### config.mk
export PLATFORM = sky130hd
export DESIGN_NAME = fetch_stage
export DESIGN_NICKNAME = d
export VERILOG_FILES = /design/src/rtl/fetch_stage.sv
export SDC_FILE = /design/constraint.sdc
export NUM_CORES = 1
export LEC_CHECK = 0
export BUFFER_PORTS_ARGS = -buffer_cell sky130_fd_sc_hd__buf_2
export CAP_MARGIN = 5
export CORE_MARGIN = 4
export CORE_UTILIZATION = 26
export DETAILED_ROUTE_END_ITERATION = 16
export PLACE_DENSITY = 0.78
export SLEW_MARGIN = 40
export SYNTH_ARGS = -nofsm -noshare
export SYNTH_HDL_FRONTEND = slang
export SYNTH_SLANG_ARGS = --single-unit
### constraint.sdc
create_clock -name clk -period 1.8 [get_ports clk]
set_input_delay 0 -clock clk [delete_from_list [all_inputs] [get_ports clk]]
set_output_delay 0 -clock clk [all_outputs]
set_load 0.01 [all_outputs]
### src/rtl/fetch_stage.sv
`default_nettype none
// +----------------------------------------------------------------------------+
// | fetch_stage                                                                |
// | PC register with BHT/BTB next-PC prediction (built when FETCH_BPRED_EN is  |
// | defined; otherwise fetch is purely sequential). Reset rst is async, low.   |
// | Revision: 1.0                                                              |
// +----------------------------------------------------------------------------+
module fetch_stage #(
  parameter int XLEN        = 32,
  parameter int PC_BITS     = 5,
  parameter int BP_IDX_BITS = 4
) (
  input  logic               clk,
  input  logic               rst,
  output logic [PC_BITS-1:0] imem_addr,
  input  logic [XLEN-1:0]    imem_rdata,
  output logic [PC_BITS-1:0] F_pc,
  output logic [XLEN-1:0]    F_inst,
  output logic               F_BP_taken,
  input  logic               stall_D,
  input  logic               MEM_stall,
  input  logic               EX_taken,
  input  logic [PC_BITS-1:0] EX_redirect_pc,
  input  logic               EX_br_valid,
  input  logic [PC_BITS-1:0] EX_br_pc,
  input  logic               EX_br_taken,
  input  logic [PC_BITS-1:0] EX_br_target
);

  logic [PC_BITS-1:0] r_pc;
  logic [PC_BITS-1:0] w_pc_inc;
  logic [PC_BITS-1:0] w_pred_pc;
  logic               w_pred_taken;

  // Natural width wrap gives the modulo-2^PC_BITS increment.
  assign w_pc_inc = r_pc + {{(PC_BITS-1){1'b0}}, 1'b1};

`ifdef FETCH_BPRED_EN
  localparam int c_ENTRIES = 1 << BP_IDX_BITS;

  logic [1:0]             r_bht       [c_ENTRIES];
  logic [c_ENTRIES-1:0]   r_btb_valid;
  logic [PC_BITS-1:0]     r_btb_tgt   [c_ENTRIES];
  logic [BP_IDX_BITS-1:0] w_fi;
  logic [BP_IDX_BITS-1:0] w_ui;
  logic                   w_train;
  logic                   w_unused_br_pc;

  assign w_fi           = r_pc[BP_IDX_BITS-1:0];
  assign w_ui           = EX_br_pc[BP_IDX_BITS-1:0];
  assign w_train        = EX_br_valid & ~MEM_stall;
  assign w_unused_br_pc = ^EX_br_pc;

  assign w_pred_taken = r_bht[w_fi][1] & r_btb_valid[w_fi];
  assign w_pred_pc    = w_pred_taken ? r_btb_tgt[w_fi] : w_pc_inc;

  always_ff @(posedge clk or negedge rst) begin
    if (!rst) begin
      for (int i = 0; i < c_ENTRIES; i++) begin
        r_bht[i] <= 2'b01;
      end
      r_btb_valid <= '0;
    end else if (w_train) begin
      if (EX_br_taken) begin
        if (r_bht[w_ui] != 2'b11) begin
          r_bht[w_ui] <= r_bht[w_ui] + 2'b01;
        end
        r_btb_valid[w_ui] <= 1'b1;
      end else if (r_bht[w_ui] != 2'b00) begin
        r_bht[w_ui] <= r_bht[w_ui] - 2'b01;
      end
    end
  end

  // Targets need no reset: a stale target is masked by its valid bit.
  always_ff @(posedge clk) begin
    if (w_train && EX_br_taken) begin
      r_btb_tgt[w_ui] <= EX_br_target;
    end
  end
`else
  logic w_unused_br;

  assign w_unused_br  = ^{EX_br_valid, EX_br_pc, EX_br_taken, EX_br_target};
  assign w_pred_taken = 1'b0;
  assign w_pred_pc    = w_pc_inc;
`endif

  // Redirect outranks both stalls.
  always_ff @(posedge clk or negedge rst) begin
    if (!rst) begin
      r_pc <= '0;
    end else if (EX_taken) begin
      r_pc <= EX_redirect_pc;
    end else if (!(stall_D || MEM_stall)) begin
      r_pc <= w_pred_pc;
    end
  end

  assign imem_addr  = r_pc;
  assign F_pc       = r_pc;
  assign F_inst     = imem_rdata;
  assign F_BP_taken = w_pred_taken;

endmodule
`default_nettype wire

Word level (Yosys, flattened, before mapping)
Index checks and enable logic that the tools add are counted.

Latch bits: 0. Memory bits (writable): 0. Bits of input ports: 54. Memories: 0. Register bits: 5. Word-level logic and storage cells: 6. Memory bits (read-only): 0. Output and inout bits: 43.

Magnitude comparators: 0. Reductions and logical operators: 1. Multiply operators: 0. Muxes and demuxes: 2. Equality and inequality tests: 1. Divide/modulo/power cells: 0. Add/subtract/negate cells: 1. Shift operators: 0. Bitwise logic cells: 0.

Operators with widths (count): 5-bit two-way mux (2); 5-bit by 1-bit adder with 5-bit output (second input constant) (1); 2-bit != test (second input constant) (1); 1-bit logical OR (1).

Logic depth before layout (Yosys ltp)
Gate-level depths: netlist (run 1).

Depth in word-level cells: 3. Mapped depth: 4. Mapped depth without buffers: 4.

Worst setup path after synthesis (run 1)
OpenSTA, ideal clock, no wires.

Kind: register -> register. Start point: register r_pc[2], in the netlist F_pc[2]. End point: register r_pc[3], in the netlist F_pc[3]. Required time: 1.718 ns. Library setup time: 0.082 ns. Clock period less this slack: 1.378 ns. Setup slack: 0.422 ns. Path buffers: 0. Stages on the path, launching flop included: 4. Arrival time: 1.296 ns. Cell sequence: dfrtp_1 -> or3b_4 -> or3_1 -> a31oi_1.

Cells in the longest elaborated chain, start to end: 3.

Ends and longest elaborated chain: start, declared (line 30) `logic [PC_BITS-1:0] r_pc;`; start signal, assigned (line 94) `r_pc <= EX_redirect_pc;`; start signal, assigned (line 96) `r_pc <= w_pred_pc;`; 5-bit by 1-bit adder with 5-bit output (line 36) `assign w_pc_inc = r_pc + {{(PC_BITS-1){1'b0}}, 1'b1};`; 5-bit two-way mux (line 95) `end else if (!(stall_D || MEM_stall)) begin`; 5-bit two-way mux (line 93) `end else if (EX_taken) begin`.

No other way between the ends. The select of a mux whose other input is x is not followed. A chain may end at the register's enable or synchronous reset.

Worst setup path in the final report (run 1)
Start point: register r_pc[2], in the netlist F_pc[2]. End point: register r_pc[4], in the netlist F_pc[4].

Same word-level chain as after synthesis.

==> results of run 1 <==
==> Yosys cell counts, drive strengths merged <==
| cell type | instances | area, sq um |
|---|---|---|
| a31oi | 2 | 12.5 |
| buf | 38 | 285 |
| conb | 1 | 3.75 |
| dfrtp | 5 | 125 |
| ha | 1 | 12.5 |
| inv | 1 | 3.75 |
| mux2i | 1 | 10.0 |
| nand2 | 5 | 18.8 |
| nor2 | 3 | 11.3 |
| nor3b | 1 | 7.51 |
| o21ai | 5 | 25.0 |
| or3 | 2 | 12.5 |
| or3b | 1 | 11.3 |
| xnor2 | 2 | 17.5 |
==> per-layer routing <==
layer / vias to the layer above / global-route usage / part of all wire
met1: 132 / 0.0643 / 0.37
met5: - / 0 / 0
met2: 20 / 0.0876 / 0.45
met4: 0 / 0.0373 / 0
li1: 155 / - / -
met3: 0 / 0.0708 / 0.19
==> kinds of logic (layout without fill, tap and decap cells) <==
group,count (synthesis),count (layout)
DFF,5,5
muxes,1,1
buffers and inverters,39,28
and+or+nand+nor,12,12
xor gates and xnor gates,2,2
AOI/OAI and AO/OA,7,7
adders and majority gates,1,1
other,1,1
==> layout make-up <==
type,count,area share
clock buffers,4,0.0563
inverters,1,0.00804
multi-input cells,24,0.306
flip-flops and latches,5,0.268
well taps,27,0.0724
repair buffers,23,0.290
==> report_power, final <==
part,internal [mW],switching [mW]
clock,0.0838,0.0460
sequential,0.125,0.0145
combinational,0.0463,0.0447
total,0.255,0.105
==> stage by stage <==
stage | cell area (sq um) | utilization
2_1_floorplan | 557 | -
3_3_place_gp | 400 | 0.200
3_5_place_dp | 400 | 0.200
4_1_cts | 467 | 0.233
5_1_grt | 467 | 0.233
6_report | 467 | 0.233
==> cells in the final DEF (no fill, tap or decap), types with 2 or more instances in the layout <==
cell type / count
a31oi_1: 2
buf_2: 19
clkbuf_4: 3
dfrtp_1: 5
dlygate4sd3_1: 4
nand2_1: 5
nor2_1: 3
o21ai_0: 5
or3_1: 2
xnor2_1: 2
==> worst register-to-register path: cells and delay by family (launching register included) <==
| kind | cells | cell delay (ns) |
|---|---|---|
| flip-flops | 1 | 0.38 |
| AO/OA/AOI/OAI | 1 | 0.17 |
| AND/OR/NAND/NOR | 2 | 0.75 |
==> worst paths after layout <==
path,startpoint,slack [ns],endpoint,depth (start not counted)
max in group asynchronous,rst,1.55,F_pc[0],2
worst min register to register,F_pc[4],0.60,F_pc[4],2
min in group asynchronous,rst,0.12,F_pc[3],2
worst min-delay path,imem_rdata[15],0.000004,F_inst[15],0
worst max-delay path,F_pc[2],0.42,F_pc[4],3
worst max register to register,F_pc[2],0.42,F_pc[4],3
==> timing repair <==
item                                   CTS  global route
buffers inserted                         0             0
hold buffers                             4             0
endpoints found under the hold margin    8             0
==> impl_metrics.csv, run 1 <==
group,metric,value,unit
yosys,ys_seq_area_frac,0.225,
power_and_ir_drop,power,361,uW
sta,drv_slew,0,
floorplan,die_h,54.3,um
yosys,synth_adder_area_share,0.0225,
sta,hold_slack,0.00000443,ns
cts,h-tree-depth,1,
layout,instances_no_fill,84,
yosys,yosys.area_share.simple,0.110,
sta,min_period,1.38,ns
layout,final_nets,113,
cts,cts_resized,0,
routing,ant_nets,0,
cts,cts_buffer_depth,2,
placed_design,port_buffers,19,
yosys,synth_area,557,sq um
yosys,synth_mux_area_frac,0.0180,
sta,fin_crit_sh,0.767,
cts,cts_buffers,3,
placed_design,place_congestion,0.606,
setup_path,cp_max_fo,4,
cts,cts_tree,"done",
yosys,syn_nets,123,
cts,insertion_delay,0.24,ns
setup_path,startpoint_type,"flip-flop",
setup_path,end_kind,"flip-flop",
sta,hold_viol,0,
grt,antenna_found_initial,0,
placed_design,hpwl,731,um
power_and_ir_drop,ir_worst_vdd,0.397,mV
setup_path,path_class,"flip-flop to flip-flop",
layout,regArea,125,sq um
setup_path,critPathRequiredTime,1.96,ns
setup_path,worst_path_max_delay_cell,"or3b_4",
routing,wl,926,um
power_and_ir_drop,leakage,0.218,nW
placed_design,dp_cells,76,
grt,grt_pass1_wl,1280,um
floorplan,die_w,54.3,um
floorplan,die_area,2950,sq um
routing,drtIter0Drc,6,
sta,rsz0062_at_grt,"no",
layout,fill_cells,241,
sta,skew,0.000454,ns
layout,largest_register_ffs,5,
yosys,synth_top_family_by_area,"buffers and inverters",
cts,clk_pin_slew,0.04,ns
layout,area_growth,-16.2,%
grt,grt_remaining_overflow,0,
hold_path,hold_path_class,"input port to output pin",
floorplan,start_util,0.278,
layout,diodes,0,
routing,vias,307,
grt,track_usage,0.0669,
routing,drt-pass1-iter-count,4,
yosys,synth_compound_area_frac,0.0674,
yosys,yosysUniqueCellTypes,14,
yosys,ys_ff_latch,5,
floorplan,rows,16,
power_and_ir_drop,power_density,772,nW/um^2
routing,drc,0,
grt,grt_max_degree,8,
sta,layout_setup_ws,0.420,ns
yosys,synthXorXnorAreaFrac,0.0315,
setup_path,cp.arrival,1.54,ns
yosys,yosys_warnings,0,
outcome,status,"complete, no violations",
sta,setup_viol,0,
layout,multi_input_area,143,sq um
grt,grt_pass1_vias,288,
yosys,syn-instance-count,68,
floorplan,core,2000,sq um
setup_path,cpLargestDelayFamily,"simple AND/OR/NAND/NOR gates",
setup_path,path_buf_inv,0,
cts,cts_sinks,5,
routing,avgViaCountPerCell,3.65,
routing,routedWlPerCell,11.0,um
floorplan,ios,97,
placed_design,pre_cts_ws,0.420,ns
setup_path,path_cells,"or3b_4, or3_1, a31oi_1",
cts,root_buffer,"clkbuf_4",
run,cap_violations,0,
layout,drive_above_1_share,0.404,
sta,tns,0,ns
sta,fmax,725,MHz
yosys,synth.avg_cell_area,8.19,sq um
setup_path,slowest_delay,0.40,ns
No activity file was read; power rests on OpenSTA's default activity.
==> run 2, diff against run 1 <==
--- a/config.mk
+++ b/config.mk
@@ -8,9 +8,9 @@
 export BUFFER_PORTS_ARGS = -buffer_cell sky130_fd_sc_hd__buf_2
 export CAP_MARGIN = 5
 export CORE_MARGIN = 4
-export CORE_UTILIZATION = 26
+export CORE_UTILIZATION = 24
 export DETAILED_ROUTE_END_ITERATION = 16
-export PLACE_DENSITY = 0.78
+export PLACE_DENSITY = 0.76
 export SLEW_MARGIN = 40
 export SYNTH_ARGS = -nofsm -noshare
 export SYNTH_HDL_FRONTEND = slang
==> constraint.sdc (replaced) <==
create_clock -name clk -period 1.19 [get_ports clk]
set_input_delay 0 -clock clk [delete_from_list [all_inputs] [get_ports clk]]
set_output_delay 0 -clock clk [all_outputs]
set_load 0.01 [all_outputs]
==> impl_metrics.csv, run 2 (synthesized netlist as in run 1, its figures left out) <==
group,metric,value,unit
floorplan,rows,17,
cts,cts_sinks,5,
power_and_ir_drop,ir_worst_vdd,0.471,mV
power_and_ir_drop,leakage,0.235,nW
cts,clk_pin_slew,0.04,ns
setup_path,end_kind,"flip-flop",
setup_path,cpLargestDelayFamily,"simple AND/OR/NAND/NOR gates",
cts,cts_buffers,3,
sta,rsz0062_at_grt,"yes",
floorplan,die_h,56.2,um
setup_path,r2r_cells,3,
routing,drc,0,
grt,grt_max_degree,8,
layout,layout_common_cells,"19 x buf_2, 5 x dfrtp_1, 5 x nand2_1, 5 x o21ai_0, 4 x dlygate4sd3_1",
setup_path,crit_path_end,"F_pc[4]",
setup_path,path_class,"flip-flop to flip-flop",
cts,h-tree-depth,1,
sta,fin_crit_sh,1.07,
cts,post_cts_buffers,0,
setup_path,r2r-end,"F_pc[4]",
routing,routedWlPerCell,11.7,um
layout,diodes,0,
grt,grt_pass1_wl,1620,um
setup_path,setup.worst_path.start,"F_pc[2]",
floorplan,ios,97,
floorplan,die_area,3150,sq um
routing,drtIter0Drc,3,
grt,antenna_found_initial,0,
floorplan,start_util,0.252,
sta,skew,0.00227,ns
grt,grt_remaining_overflow,0,
outcome,status,"finished, violations left",
setup_path,cp.arrival,1.43,ns
setup_path,path_depth,3,
floorplan,core,2210,sq um
setup_path,path_buf_inv,0,
setup_path,r2r_start,"F_pc[2]",
setup_path,path_cells,"or3b_4, or3_4, a31oi_2",
floorplan,die_w,56.2,um
outcome,violations,"negative setup slack",
sta,hold_viol,0,
sta,fmax,788,MHz
hold_path,min_from,"imem_rdata[8]",
sta,min_period,1.27,ns
cts,cts_buffer_depth,2,
grt,grt_pass1_vias,356,
placed_design,place_congestion,0.771,
hold_path,holdPathStages,0,
setup_path,critPathRequiredTime,1.35,ns
placed_design,port_buffers,19,
setup_path,cp_max_fo,4,
cts,insertion_delay,0.24,ns
layout,post-route-util,0.227,
routing,vias,351,
setup_path,worst_path_max_delay_cell,"or3b_4",
layout,final_nets,116,
setup_path,startpoint_type,"flip-flop",
layout,area_growth,-9.89,%
run,cap_violations,0,
layout,largest_register_ffs,5,
routing,avgViaCountPerCell,3.99,
hold_path,hold_path_class,"input port to output pin",
sta,layout_setup_ws,-0.0793,ns
routing,wl,1030,um
grt,track_usage,0.0689,
routing,drt-pass1-iter-count,3,
routing,ant_nets,0,
power_and_ir_drop,power_density,1140,nW/um^2
sta,setup_viol,2,
layout,instances_no_fill,88,
cts,cts_tree,"done",
setup_path,ff2ff_setup_slack,-0.08,ns
setup_path,slowest_delay,0.39,ns
layout,drive_above_1_share,0.467,
placed_design,dp_cells,80,
sta,drv_slew,0,
cts,root_buffer,"clkbuf_4",
layout,final_common_cell,"buf_2",
==> run 2: worst min-delay path by stage <==
stage                             to  slack [ns]
after floorplan              F_pc[0]       -0.30
after global placement       F_pc[3]       -0.18
after detailed placement     F_pc[3]       -0.18
after CTS                 F_inst[22]     0.00007
after global routing      F_inst[25]     0.00002
final                      F_inst[8]    0.000004
==> run 2: report_power, final <==
group | switching [mW] | total [mW] | internal [mW]
Clock | 0.0698 | 0.197 | 0.127
Sequential | 0.0132 | 0.202 | 0.189
Combinational | 0.0837 | 0.171 | 0.0870
Total | 0.167 | 0.570 | 0.403
==> run 2: timing repair <==
| item | 4_1_cts | 5_1_grt |
|---|---|---|
| hold buffers | 4 | 0 |
| endpoints found under the setup margin | 2 | 2 |
| hold endpoints to repair | 8 | 0 |
| gates resized for setup | 0 | 2 |
| cloned | 0 | 0 |
==> run 2: stage by stage <==
stage | setup TNS (ns) | worst slack, ns | hold slack, ns | total power, mW | area [sq um]
finish | -0.127 | -0.0793 | 0.00000389 | 0.570 | 502
global route | -0.240 | -0.127 | 0.0000154 | 0.625 | 502
global placement | -0.0146 | -0.00875 | -0.181 | 0.360 | 424
CTS | -0.129 | -0.0751 | 0.0000686 | 0.578 | 490
detailed placement | -0.0876 | -0.0455 | -0.176 | 0.365 | 424
floorplan | -0.230 | -0.115 | -0.296 | 0.413 | 557
==> run 2: worst register-to-register path: stages, from the launching register on <==
cell     delay (ns)
dfrtp_1        0.33
or3b_4         0.39
or3_4          0.33
a31oi_2        0.14
==> run 2: cell type report <==
type                       instances  area (sq um)
fill                             267          1710
timing repair buffer              26           158
multi-input combinational         24           154
sequential                         5           125
tap                               28          35.0
clock buffer                       4          26.3
inverter                           1          3.75
==> run 2: metal layers <==
metal,wire length (um),track usage,vias to the layer above
met4,34,0.0542,0
met2,471,0.0885,32
met5,0,0,-
met1,325,0.0622,145
li1,-,-,162
met3,201,0.0719,12
